===== src/rtl/div_unit.sv =====
// Multicycle signed restoring divider: quotient to lo_out, remainder to hi_out.
// Divide-by-zero is reported immediately from IDLE without iterating.
module div_unit #(
    parameter int WIDTH = 32
) (
    input  logic             clk,
    input  logic             reset,
    input  logic             div_start,
    input  logic [WIDTH-1:0] dividend,
    input  logic [WIDTH-1:0] divisor,
    output logic [WIDTH-1:0] hi_out,
    output logic [WIDTH-1:0] lo_out,
    output logic             div_end,
    output logic             div_zero,
    output logic             busy
);

    localparam int CW = $clog2(WIDTH + 1);

    typedef enum logic [1:0] {
        IDLE,
        RUN,
        DONE
    } state_t;

    state_t state, next_state;

    logic [WIDTH-1:0] q_reg;
    logic [WIDTH-1:0] dvsr_reg;
    logic [WIDTH:0]   rem_reg;
    logic [CW-1:0]    count;
    logic             sign_q;
    logic             sign_r;

    logic             accept;
    logic             zero_hit;
    logic             last_iter;
    logic [WIDTH-1:0] dividend_mag;
    logic [WIDTH-1:0] divisor_mag;
    logic [WIDTH:0]   rem_shift;
    logic [WIDTH:0]   rem_diff;
    logic             rem_ge;

    // Negating the most negative value yields 2^(WIDTH-1), which is still a
    // valid unsigned magnitude, so the overflow case needs no special path.
    assign dividend_mag = dividend[WIDTH-1] ? -dividend : dividend;
    assign divisor_mag  = divisor[WIDTH-1]  ? -divisor  : divisor;

    assign rem_shift = {rem_reg[WIDTH-1:0], q_reg[WIDTH-1]};
    assign rem_diff  = rem_shift - {1'b0, dvsr_reg};
    assign rem_ge    = (rem_shift >= {1'b0, dvsr_reg});
    assign last_iter = (count == CW'(WIDTH - 1));

    always_ff @(posedge clk) begin
        if (reset) begin
            state <= IDLE;
        end else begin
            state <= next_state;
        end
    end

    // A zero-divisor start is suppressed while a pulse is already out, so a
    // held div_start cannot stretch div_end/div_zero across two cycles.
    always_comb begin
        next_state = state;
        accept     = 1'b0;
        zero_hit   = 1'b0;
        case (state)
            IDLE: begin
                if (div_start) begin
                    if (divisor != '0) begin
                        accept     = 1'b1;
                        next_state = RUN;
                    end else if (!div_end) begin
                        zero_hit = 1'b1;
                    end
                end
            end
            RUN: begin
                if (last_iter) begin
                    next_state = DONE;
                end
            end
            DONE: begin
                next_state = IDLE;
            end
            default: begin
                next_state = IDLE;
            end
        endcase
    end

    always_ff @(posedge clk) begin
        if (reset) begin
            q_reg    <= '0;
            dvsr_reg <= '0;
            rem_reg  <= '0;
            count    <= '0;
            sign_q   <= 1'b0;
            sign_r   <= 1'b0;
            hi_out   <= '0;
            lo_out   <= '0;
            div_end  <= 1'b0;
            div_zero <= 1'b0;
            busy     <= 1'b0;
        end else begin
            div_end  <= 1'b0;
            div_zero <= 1'b0;
            case (state)
                IDLE: begin
                    if (accept) begin
                        q_reg    <= dividend_mag;
                        dvsr_reg <= divisor_mag;
                        rem_reg  <= '0;
                        count    <= '0;
                        sign_q   <= dividend[WIDTH-1] ^ divisor[WIDTH-1];
                        sign_r   <= dividend[WIDTH-1];
                        busy     <= 1'b1;
                    end else if (zero_hit) begin
                        div_end  <= 1'b1;
                        div_zero <= 1'b1;
                    end
                end
                RUN: begin
                    if (rem_ge) begin
                        rem_reg <= rem_diff;
                        q_reg   <= {q_reg[WIDTH-2:0], 1'b1};
                    end else begin
                        rem_reg <= rem_shift;
                        q_reg   <= {q_reg[WIDTH-2:0], 1'b0};
                    end
                    count <= count + CW'(1);
                end
                DONE: begin
                    lo_out  <= sign_q ? -q_reg : q_reg;
                    hi_out  <= sign_r ? -rem_reg[WIDTH-1:0] : rem_reg[WIDTH-1:0];
                    div_end <= 1'b1;
                    busy    <= 1'b0;
                end
                default: begin
                end
            endcase
        end
    end

endmodule


===== config.mk =====
export PLATFORM = sky130hd
export DESIGN_NAME = div_unit
export DESIGN_NICKNAME = d
export VERILOG_FILES = /design/src/rtl/div_unit.sv
export SDC_FILE = /design/constraint.sdc
export NUM_CORES = 1
export LEC_CHECK = 0
export CORE_ASPECT_RATIO = 2
export CORE_MARGIN = 1.5
export CORE_UTILIZATION = 51
export DETAILED_ROUTE_END_ITERATION = 10
export GPL_TIMING_DRIVEN = 0
export PLACE_DENSITY = 0.86
export SETUP_SLACK_MARGIN = 0.02
export SYNTH_ARGS = -nofsm -noshare
export SYNTH_HDL_FRONTEND = slang
export SYNTH_SLANG_ARGS = --single-unit

===== constraint.sdc =====
create_clock -name clk -period 2.8 [get_ports clk]
set_input_delay 0.56 -clock clk [delete_from_list [all_inputs] [get_ports clk]]
set_output_delay 0.56 -clock clk [all_outputs]
set_load 0.005 [all_outputs]

# Word-level counts from Yosys, hierarchy flattened
# Cells that the tools add are included.
dict set report word_totals {
  regBits 173
  inputBits 67
  elab_cells 65
}
dict set report op_classes {
  n_eq_ne 7
  bitwise 2
  addsub 6
  order_cmp 1
  mux 28
  reduce_logical 9
}
# cell n
set op_table {}
lappend op_table {{2-to-1 mux 32 bit} 7}
lappend op_table {{negator 32 bit} 4}
lappend op_table {{one-hot mux 32 bit (2 select lines)} 2}
lappend op_table {{>= comparator 33 x 32 -> 1 bit} 1}
lappend op_table {{nonzero test 32 bit} 1}
lappend op_table {{subtractor 32 bit} 1}
lappend op_table {{one-hot mux 6 bit (2 select lines)} 1}
lappend op_table {{2-to-1 mux 1 bit} 11}
lappend op_table {{!= test 2 bit (second input constant)} 4}
lappend op_table {{adder 6 x 1 -> 6 bit (second input constant)} 1}
lappend op_table {{== test 6 x 5 -> 1 bit (second input constant)} 1}
lappend op_table {{2-to-1 mux 2 bit} 3}
lappend op_table {{2-to-1 mux 6 bit} 1}
lappend op_table {{AND reduction 2 bit} 3}
lappend op_table {{one-hot mux 1 bit (2 select lines)} 2}
lappend op_table {{one-hot mux 2 bit (2 select lines)} 1}
lappend op_table {{nonzero test 2 bit} 2}
lappend op_table {{AND reduction 3 bit} 1}
lappend op_table {{== test 2 x 1 -> 1 bit (second input constant)} 1}
lappend op_table {{== test 2 bit (second input constant)} 1}
lappend op_table {{logical NOT 2 bit} 1}
lappend op_table {{OR reduction 2 bit} 1}
lappend op_table {{NOT 1 bit} 1}
lappend op_table {{XOR 1 bit} 1}

# Depth between registers and ports, before layout
# Gate-level depths: netlist of run 1.
dict set report depth {
  word_depth 7
  mapped_depth 13
  depth_no_buf 12
}

# Least setup slack after synthesis of run 1
# OpenSTA, ideal clock, no wires.
dict set report synth_path {
  kind {input port to flip-flop}
  start {input port divisor[14]}
  end {register q_reg[19]}
  path_slack_ns -0.158
  t_required_ns 2.665
  path_buffers 2
  stages 8
  arrival_ns 2.823
  cell_sequence {or4_4 > nor4_2 > or3b_4 > o41a_4 > buf_6 > buf_2 > a22oi_1 > a21oi_1}
}
dict set report synth_via {
  elab_chain_cells 6
}
# item line
set synth_lines {}
lappend synth_lines {{start: declaration} 10} ;# input logic [WIDTH-1:0] divisor,
lappend synth_lines {{nonzero test 32 bit} 71} ;# if (divisor != '0) begin
lappend synth_lines {{2-to-1 mux 1 bit} 71}
lappend synth_lines {{2-to-1 mux 1 bit} 70} ;# if (div_start) begin
lappend synth_lines {{2-to-1 mux 1 bit} 68} ;# case (state)
lappend synth_lines {{!= test 2 bit (no source line)} --}
lappend synth_lines {{AND reduction 2 bit (no source line)} --}
lappend synth_lines {{end signal: assignment} 112} ;# q_reg <= dividend_mag;
lappend synth_lines {{end signal: assignment} 127} ;# q_reg <= {q_reg[WIDTH-2:0], 1'b1};
lappend synth_lines {{end signal: assignment} 130} ;# q_reg <= {q_reg[WIDTH-2:0], 1'b0};
lappend synth_lines {{end: declaration} 28} ;# logic [WIDTH-1:0] q_reg;
# No other way between the ends.
# A chain may end at the register's enable or synchronous reset.

# Worst setup path after layout of run 1
dict set report layout_path {
  start {register q_reg[2]}
  end {register lo_out[30]}
}
dict set report layout_via {
  elab_chain_cells 2
}
# item line
set layout_lines {}
lappend layout_lines {{negator 32 bit} 135} ;# lo_out <= sign_q ? -q_reg : q_reg;
lappend layout_lines {{2-to-1 mux 32 bit} 135}
lappend layout_lines {{end signal: assignment} 135}
lappend layout_lines {{end: declaration} 12} ;# output logic [WIDTH-1:0] lo_out,
# No other way between the ends.

==> metrics.txt, run 1 <==
fin crit share=107%; Design Area, Final=0.0149 mm2; GRT Residual Overflow=0; met2 WL=around 22000 um; CP Max Fanout=8; met1 WL=about 13000 um; first-pass GRT wire length=just over 60000 um; fmax=333 MHz; Port Buf Inserts=132; count of different cell masters after synthesis=75; failing checks=negative setup slack; register area share after synthesis=roughly 32%; register bit total from synthesis=~170; largest net degree at the start of global routing=18; # setup viols final=87; XOR/XNOR share of the synthesized area=between 10% and 20%; chip width=approximately 110 um; CTS Hold Bufs=0; static leakage=5.39 nW; DRC viols=0; Mapped Avg Cell Area=just over 8 um2; Least-Margin Pin Slew=about 1.1 ns; ys async rst share=0%; clock buffer depth=2; Critical Path RT=around 3.2 ns; Adder-Cell Fraction of Synth Area=roughly 4.5%; row count=74; # nets final=approximately 1600; CTS Buf Count=17; total of max-cap violations=0; WL/cell=24.6 um; core area=slightly above 0.02 mm2; Total Routed Length=approximately 45000 um; setup repair after global routing missed its margin=yes; mux cell area share after synthesis=between 2 and 2.5%; Die ar.=0.0220 mm2; Compound-Gate Fraction of Synth Area=a little over a quarter; clk sinks=roughly 170; routability cong.=~1.1; Final Util=between 70% and 80%; Peak VDD IR=roughly 0.00042 V; Synth Area in Simple Gates=between 15 and 20%; initial core utilization=a little over half; met3 routed wirelength=approximately 3300 um; I/O Pins=between 100 and 150; vias=between 10000 and 15000; crit path DAT=about 3.4 ns; Chip Height=between 200 and 250 um; Primary FF master, synth=dfxtp_1; Final min period=~3 ns; Hold Vio Cnt, Final=0; Synth Cell Area=about 0.011 mm2; Root Driver=clkbuf_16; Hold WS=0.430 ns; Final Skew=0.0124 ns; count of flip-flops with a built-in enable after synthesis=0; Clock Latency Late Sink=between 0.4 and 0.5 ns; dpl cell area=approximately 0.012 mm2; initial DRC count=just over 900; Syn Inst Count=1316; Top Layer Used=met4; setup TNS=-5.32 ns; status=complete, but fails checks; Max-slew headroom=between 20% and 30%; number of synthesis warnings=0; fin worst setup slack=-0.199 ns; pwr dens=597 mW/mm2; Slew Viols, Final=0; Setup CP Type=reg -> reg; initial antenna violation count=3; vias in the first global route=~12000; placed cell count=1714; most frequent cells in the layout=dfxtp_1 (139), nor2_1 (136), nand2_1 (123), clkdlybuf4s50_1 (112), xor2_1 (83); commonest non-fill, non-tap cell in the layout=dfxtp_1; placed wire-length estimate=30200 um; vias per inst=6.54; total power=between 8 and 9 mW; Net Count, Synth=~1400; Fillers=approximately 1500; Crit. End Element=flip-flop; TritonCTS clock tree=done; main combinational cell family by area after synthesis=compound AO/OA/AOI/OAI gates; CP Launch Type=flip-flop; Routed Antenna Nets=0; Hold Crit Class=in -> reg; Reg clk slew, reported paths=approximately 0.070 ns; htree depth=4; total track usage=between 30% and 40%; share of layout cells above drive strength 1=between 20% and 30%; Syn-to-layout area delta=38.6%; TritonRoute pass-1 iters=7; Non-Filler Instances=1814; Setup WS pre-CTS=-1.16 ns
-- cells by family after synthesis --
family	Yosys count
buffers and inverters	135
XOR/XNOR	143
flip-flops	173
AND/OR/NAND/NOR	405
multiplexers	23
adder cells (fa/ha/maj)	38
AO/OA/AOI/OAI	399
-- area by class of cell --
cell class                      count  area, um2  area share (%)
Tap cell                          266        333            2.24
Multi-Input combinational cell   1008       7710            51.9
Clock inverter                     14        154            1.04
Inverter                           55        209            1.41
Sequential cell                   173       3530            23.8
Buffer                             75        460            3.10
Timing Repair Buffer              203       2020            13.6
Antenna cell                        2       5.00          0.0337
Clock buffer                       18        439            2.95
-- cell usage after synthesis, types with 13 or more instances --
cell | instances | area, um2
inv_1 | 55 | 206
nand2_1 | 133 | 499
o31ai_1 | 38 | 285
dfxtp_1 | 173 | 3460
o21ai_1 | 20 | 100
o41ai_1 | 13 | 114
a21oi_1 | 64 | 320
a211oi_1 | 92 | 691
o21ai_0 | 57 | 285
xor2_1 | 87 | 762
ha_1 | 37 | 463
clkbuf_1 | 54 | 203
nor3_1 | 13 | 65.1
or3_1 | 16 | 100
mux2i_1 | 23 | 230
a22oi_1 | 21 | 158
nor2_1 | 138 | 518
xnor2_1 | 56 | 490
nand3_1 | 21 | 105
-- worst paths after layout --
path	startpoint	slack (ns)	cells past startpoint	to
worst min register to register	dvsr_reg[31]$_SDFFE_PP0P_	0.46	2	dvsr_reg[31]$_SDFFE_PP0P_
worst min-delay path	divisor[16]	0.43	3	dvsr_reg[16]$_SDFFE_PP0P_
worst max-delay path	q_reg[2]$_SDFFE_PP0P_	-0.20	8	lo_out[30]$_SDFFE_PP0P_
worst max register to register	q_reg[2]$_SDFFE_PP0P_	-0.20	8	lo_out[30]$_SDFFE_PP0P_
-- critical path, cell delays in order (launching register included) --
cell and delay, ns:
dfxtp_4 0.38, or4_4 0.59, or4_4 0.47, nand2b_4 0.19, or3_4 0.40, o21ai_4 0.18
nand2_2 0.09, xor2_2 0.45, a22o_1 0.20
-- report_power, final --
part / internal, mW / switching [mW] / leakage (nW)
combinational: 1.60 / 2.04 / 3.69
clock: 1.28 / 1.14 / 0.278
sequential: 2.59 / 0.227 / 1.43
-- repair_timing --
action                                  4_1_cts  5_1_grt
buffers inserted                             40       26
cloned                                        3        2
endpoints found under the setup margin      127      125
gates resized for setup                     191      130
pin swaps                                    32       59
-- layer usage --
layer	track usage, %	vias up
met5	0	-
met4	39.9	0
met3	8.40	387
met2	68.4	778
met1	30.9	5484
li1	-	5211
Note: power is estimated with default switching activity, not from simulation.
==> inputs of run 2 (changes only) <==
--- a/config.mk
+++ b/config.mk
@@ -6,7 +6,7 @@
 export NUM_CORES = 1
 export LEC_CHECK = 0
 export CORE_ASPECT_RATIO = 2
-export CORE_MARGIN = 1.5
+export CORE_MARGIN = 10
 export CORE_UTILIZATION = 51
 export DETAILED_ROUTE_END_ITERATION = 10
 export GPL_TIMING_DRIVEN = 0
==> metrics.txt, run 2 (synthesis results as in run 1) <==
fmax=330 MHz; fin crit share=108%; crit path DAT=around 3.4 ns; Port Buf Inserts=between 100 and 150; clk sinks=roughly 170; hold_sp=divisor[0]; Routed Antenna Nets=0; vias per inst=roughly 6.6; total track usage=between 20% and 30%; crit path launch=q_reg[31]$_SDFFE_PP0P_; Die ar.=between 0.02 and 0.03 mm2; Crit. End Element=flip-flop; CTS Buf Count=17; setup repair after global routing missed its margin=yes; fin worst setup slack=-0.227 ns; I/O Pins=around 130; CP Max Fanout=3; CTS Hold Bufs=0; chip width=between 100 and 150 um; setup TNS=-4.67 ns; failing checks=negative setup slack; pwr dens=approximately 600 mW/mm2; clock buffer depth=2; htree depth=4; static leakage=approximately 5.5 nW; Final min period=between 3 and 4 ns; TritonCTS clock tree=done; RR Startpoint=q_reg[31]$_SDFFE_PP0P_; TritonRoute pass-1 iters=5; reg-to-reg slack, setup=-0.23 ns; core area=between 0.02 and 0.025 mm2; GRT Residual Overflow=0; vias in the first global route=roughly 11000; DRC viols=0; WL/cell=about 26 um; largest net degree at the start of global routing=20; # nets final=about 1600; status=complete, but fails checks; Peak VDD IR=between 0.0004 and 0.0005 V; initial antenna violation count=2; Hold Vio Cnt, Final=0; routability cong.=just over 1; Least-Margin Pin Slew=0.896 ns; Root Driver=clkbuf_16; Chip Height=around 230 um; vias=between 10000 and 15000; Syn-to-layout area delta=41.2%; Fillers=between 1000 and 1500; initial DRC count=approximately 940; placed wire-length estimate=30900 um; total of max-cap violations=0; Critical Path RT=approximately 3.2 ns; share of layout cells above drive strength 1=between 20% and 30%; most frequent cells in the layout=dfxtp_1 (135), nor2_1 (130), nand2_1 (114), clkdlybuf4s50_1 (112), xor2_1 (85); Setup WS pre-CTS=-1.14 ns; initial core utilization=roughly 51%; CP Launch Type=flip-flop; row count=75; commonest non-fill, non-tap cell in the layout=dfxtp_1; Clock Latency Late Sink=roughly 0.48 ns; Final Skew=around 0.019 ns; total power=a little over 9 mW; # setup viols final=between 60 and 70; Slew Viols, Final=0; Total Routed Length=47000 um; Hold Crit Class=in -> reg; first-pass GRT wire length=approximately 63000 um; Max-slew headroom=40.3%; Setup CP Type=reg -> reg; Reg clk slew, reported paths=~0.08 ns
==> run 2: what timing repair did <==
action | 4_1_cts | 5_1_grt
cloned | 2 | 4
pin swaps | 43 | 97
resized for setup | 197 | 196
setup buffers | 44 | 29
endpoints found under the hold margin | 0 | 0
setup endpoints to repair | 130 | 137
==> run 2: path summary, 6_finish.rpt <==
path | cells after the start | to
worst max register to register | 13 | rem_reg[22]$_SDFFE_PP0P_
worst min-delay path | 3 | dvsr_reg[0]$_SDFFE_PP0P_
worst min register to register | 2 | dvsr_reg[31]$_SDFFE_PP0P_
worst max-delay path | 13 | rem_reg[22]$_SDFFE_PP0P_
==> run 2: stage by stage <==
stage	cell area, um2	utilization [%]	instances	hold WS [ns]
global placement	12500	59.8	1717	0.456
detailed placement	12500	59.8	1717	0.455
global route	15100	72.7	1823	0.477
CTS	14100	67.7	1790	0.467
floorplan	10800	-	1316	0.432
finish	15100	72.7	1824	0.460
==> run 2: final cells by class <==
type / instances / area (um2) / share of cell area (%)
multi-input cells: 1008 / 7930 / 52.4
flip-flops and latches: 173 / 3540 / 23.4
repair buffers: 211 / 2040 / 13.5
plain buffers: 74 / 492 / 3.25
clock buffers: 17 / 425 / 2.81
well taps: 269 / 337 / 2.22
inverters: 55 / 211 / 1.40
clock inverters: 15 / 164 / 1.08
diodes: 2 / 5.00 / 0.0331
==> run 2: power breakdown <==
part | switching, mW | total [mW] | internal, mW | leakage, nW
logic | 2.19 | 3.89 | 1.70 | 3.82
clock network | 1.25 | 2.45 | 1.20 | 0.287
registers | 0.217 | 2.80 | 2.59 | 1.43
total | 3.65 | 9.14 | 5.48 | 5.54
==> run 2: routing by layer <==
metal  part of all wire, %  track usage (%)  wire [um]  vias to the layer above
met1                    29             25.9      13800                     5516
met4                    12             25.7       5460                        0
met5                     0                0          0                        -
met3                   8.7             6.05       4100                      383
li1                      -                -          -                     5232
met2                    50             55.2      23600                      857
==> run 2: worst max-delay path, cell delays in order, from the launching register on <==
cell	delay, ns
dfxtp_4	0.38
inv_4	0.07
ha_4	0.15
inv_2	0.05
fa_2	0.48
a21oi_4	0.20
o221ai_4	0.14
a211oi_4	0.46
buf_6	0.18
o31ai_4	0.08
a31o_4	0.27
xor2_1	0.14
a32oi_1	0.21
o21ai_1	0.09
==> inputs of run 3 (changes only) <==
--- a/config.mk
+++ b/config.mk
@@ -5,12 +5,13 @@
 export SDC_FILE = /design/constraint.sdc
 export NUM_CORES = 1
 export LEC_CHECK = 0
+export ABC_AREA = 1
 export CORE_ASPECT_RATIO = 2
 export CORE_MARGIN = 10
-export CORE_UTILIZATION = 51
+export CORE_UTILIZATION = 53
 export DETAILED_ROUTE_END_ITERATION = 10
 export GPL_TIMING_DRIVEN = 0
-export PLACE_DENSITY = 0.86
+export PLACE_DENSITY = 0.87
 export SETUP_SLACK_MARGIN = 0.02
 export SYNTH_ARGS = -nofsm -noshare
 export SYNTH_HDL_FRONTEND = slang
==> metrics.txt, run 3 <==
status=finished, final reports clean; Die ar.=a little over 0.03 mm2; Final min period=between 2 and 3 ns; Global Route met2 Usage=a little over three fifths; I/O Pins=between 100 and 150; register bit total from synthesis=~170; Net Switching=5.43 mW; Least-Margin Pin Slew=a little under 1 ns; fmax=~370 MHz; Root Driver=clkbuf_16; Non-Filler Instances=2584; routability cong.=~1.1; commonest non-fill, non-tap cell in the layout=nand2_1; Synth Cell Area=roughly 0.013 mm2; TritonCTS clock tree=done; Reg clk slew, reported paths=0.08 ns; vias in the first global route=between 10000 and 15000; htree depth=4; Final Util=between 60% and 70%; Power Internal=between 5 and 6 mW; pwr dens=between 700 and 800 mW/mm2; Net Count, Synth=approximately 2200; synth top area cells=dfxtp_1 (27%), nand2_1 (17%), inv_1 (9.5%), nor2_1 (7.2%), a21oi_1 (6.8%); total track usage=about a third; sequential share of power=26.4%; crit path DAT=3.06 ns; row count=80; Final Skew=~0.016 ns; Hold Vio Cnt, Final=0; Most Crowded Layer GR=met2; total of max-cap violations=0; Synth top area share=between 20% and 30%; dpl cell area=0.0144 mm2; Max-slew headroom=34.3%; Slew Viols, Final=0; Design Area, Final=approximately 0.015 mm2; Chip Height=between 200 and 250 um; Comb pwr share=between 50% and 60%; Peak VDD IR=0.000585 V; static leakage=7.18 nW; most common cell in the netlist=nand2_1; CP Launch Type=input port; number of synthesis warnings=0; Port Buf Inserts=131; count of different cell masters after synthesis=42; Routed Antenna Nets=0; # setup viols final=0; clk sinks=roughly 170; register area share after synthesis=a little over a quarter; Syn Inst Count=2134; initial core utilization=a little over half; share of layout cells above drive strength 1=4.27%; ys async rst share=0%; CP Max Fanout=10; GRT Residual Overflow=0; fin worst setup slack=between 0.1 and 0.15 ns; first-pass GRT wire length=just under 80000 um; vias per inst=about 5.7; WL/cell=between 20 and 25 um; met3 Use GR=~4.8%; largest net degree at the start of global routing=21; Total Routed Length=52300 um; CTS Buf Count=17; Crit. End Element=flip-flop; initial DRC count=around 1100; # diodes=0; Mapped Avg Cell Area=5.96 um2; Clock Latency Late Sink=0.47 ns; # nets final=about 2400; chip width=130 um; Syn-to-layout area delta=18.3%; placed cell count=2552; most frequent cells in the layout=nand2_1 (562), inv_1 (323), nor2_1 (240), a21oi_1 (172), dfxtp_1 (171); placed wire-length estimate=between 40000 and 50000 um; Synth area leader=dfxtp_1; setup repair after global routing missed its margin=yes; Net Sw Frac=roughly 50%; grt met1 use=28.5%; most frequent cells after synthesis=nand2_1 (563), inv_1 (323), nor2_1 (245); Critical Path RT=~3.2 ns; DRC viols=0; Hold Crit Class=reg -> reg; clock buffer depth=2; count of flip-flops with a built-in enable after synthesis=0; Setup WS pre-CTS=-0.341 ns; TritonRoute pass-1 iters=7; vias=14600; CTS Hold Bufs=0; Clk pwr share=approximately 22%; Setup CP Type=in -> reg; fin crit share=95.8%; Primary FF master, synth=dfxtp_1; core area=~0.024 mm2; initial antenna violation count=0; Fillers=2314; Post-CTS Setup Inserts=0; CTS-repair resized insts=0
run 3: cell count changes in the layout (fill, tap and decap cells not counted), moves of 29 or more:
cell	previous run	this run
a211oi_1	78	0
o21ai_0	47	112
dfxtp_1	135	171
nor2_1	130	240
inv_1	49	323
a21oi_1	42	172
buf_4	62	3
nand3_1	18	167
nand2_1	114	562
o31ai_1	31	2
run 3: path summary, 6_finish.rpt:
path / startpoint / to / slack [ns] / cells after the start
worst max register to register: rem_reg[16]$_SDFFE_PP0P_ / rem_reg[14]$_SDFFE_PP0P_ / 0.12 / 11
worst min register to register: busy$_SDFFE_PP0P_ / busy$_SDFFE_PP0P_ / 0.48 / 2
worst max-delay path: divisor[1] / q_reg[16]$_SDFFE_PP0P_ / 0.12 / 15
worst min-delay path: busy$_SDFFE_PP0P_ / busy$_SDFFE_PP0P_ / 0.48 / 2
run 3: cell families after synthesis:
logic type,after synthesis,synth area share [%]
AO/OA/AOI/OAI,345,14.4
XOR/XNOR,97,6.68
adder cells (fa/ha/maj),38,3.79
buffers and inverters,410,12.6
flip-flops,173,27.2
AND/OR/NAND/NOR,1071,35.3
run 3: area by class of cell:
cell class | instances | area (um2) | share of cell area [%]
buffer | 80 | 372 | 2.47
clock buffer | 17 | 425 | 2.83
clock inverter | 15 | 183 | 1.21
inverter | 330 | 1240 | 8.23
multi-input combinational | 1551 | 7700 | 51.2
sequential | 173 | 3470 | 23.0
tap | 287 | 359 | 2.39
timing repair buffer | 131 | 1310 | 8.71
run 3: power by group through the flow:
stage / clock network [mW] / registers, mW / logic, mW
global placement: 0 / 2.96 / 5.45
CTS: 2.47 / 2.90 / 5.54
finish: 2.48 / 2.94 / 5.71
floorplan: 0 / 2.81 / 3.91
detailed placement: 0 / 2.96 / 5.50
global route: 2.56 / 2.93 / 6.30
run 3: routing by layer:
metal,vias to the layer above,share of wire (%)
met5,-,0
met4,0,12
met3,255,4.6
met2,618,54
met1,6686,30
li1,7081,-
run 3: per-stage QoR:
stage / TNS (ns) / total power, mW / hold slack [ns]
after floorplan: 0 / 6.72 / 0.432
after CTS: 0 / 10.9 / 0.487
after detailed placement: -18.95 / 8.47 / 0.462
after global routing: 0 / 11.8 / 0.503
final: 0 / 11.1 / 0.481
after global placement: -14.04 / 8.40 / 0.450
run 3: critical path: stages:
cell and delay, ns:
clkdlybuf4s50_1 0.50, inv_1 0.17, ha_1 0.26, nand3_1 0.17, nor2_1 0.20, nand2_1 0.12, nor2_2 0.10, nor2_2 0.05
nand2_4 0.12, inv_2 0.08, buf_2 0.21, nand2_1 0.24, o211ai_1 0.14, nand2_1 0.08, inv_1 0.04
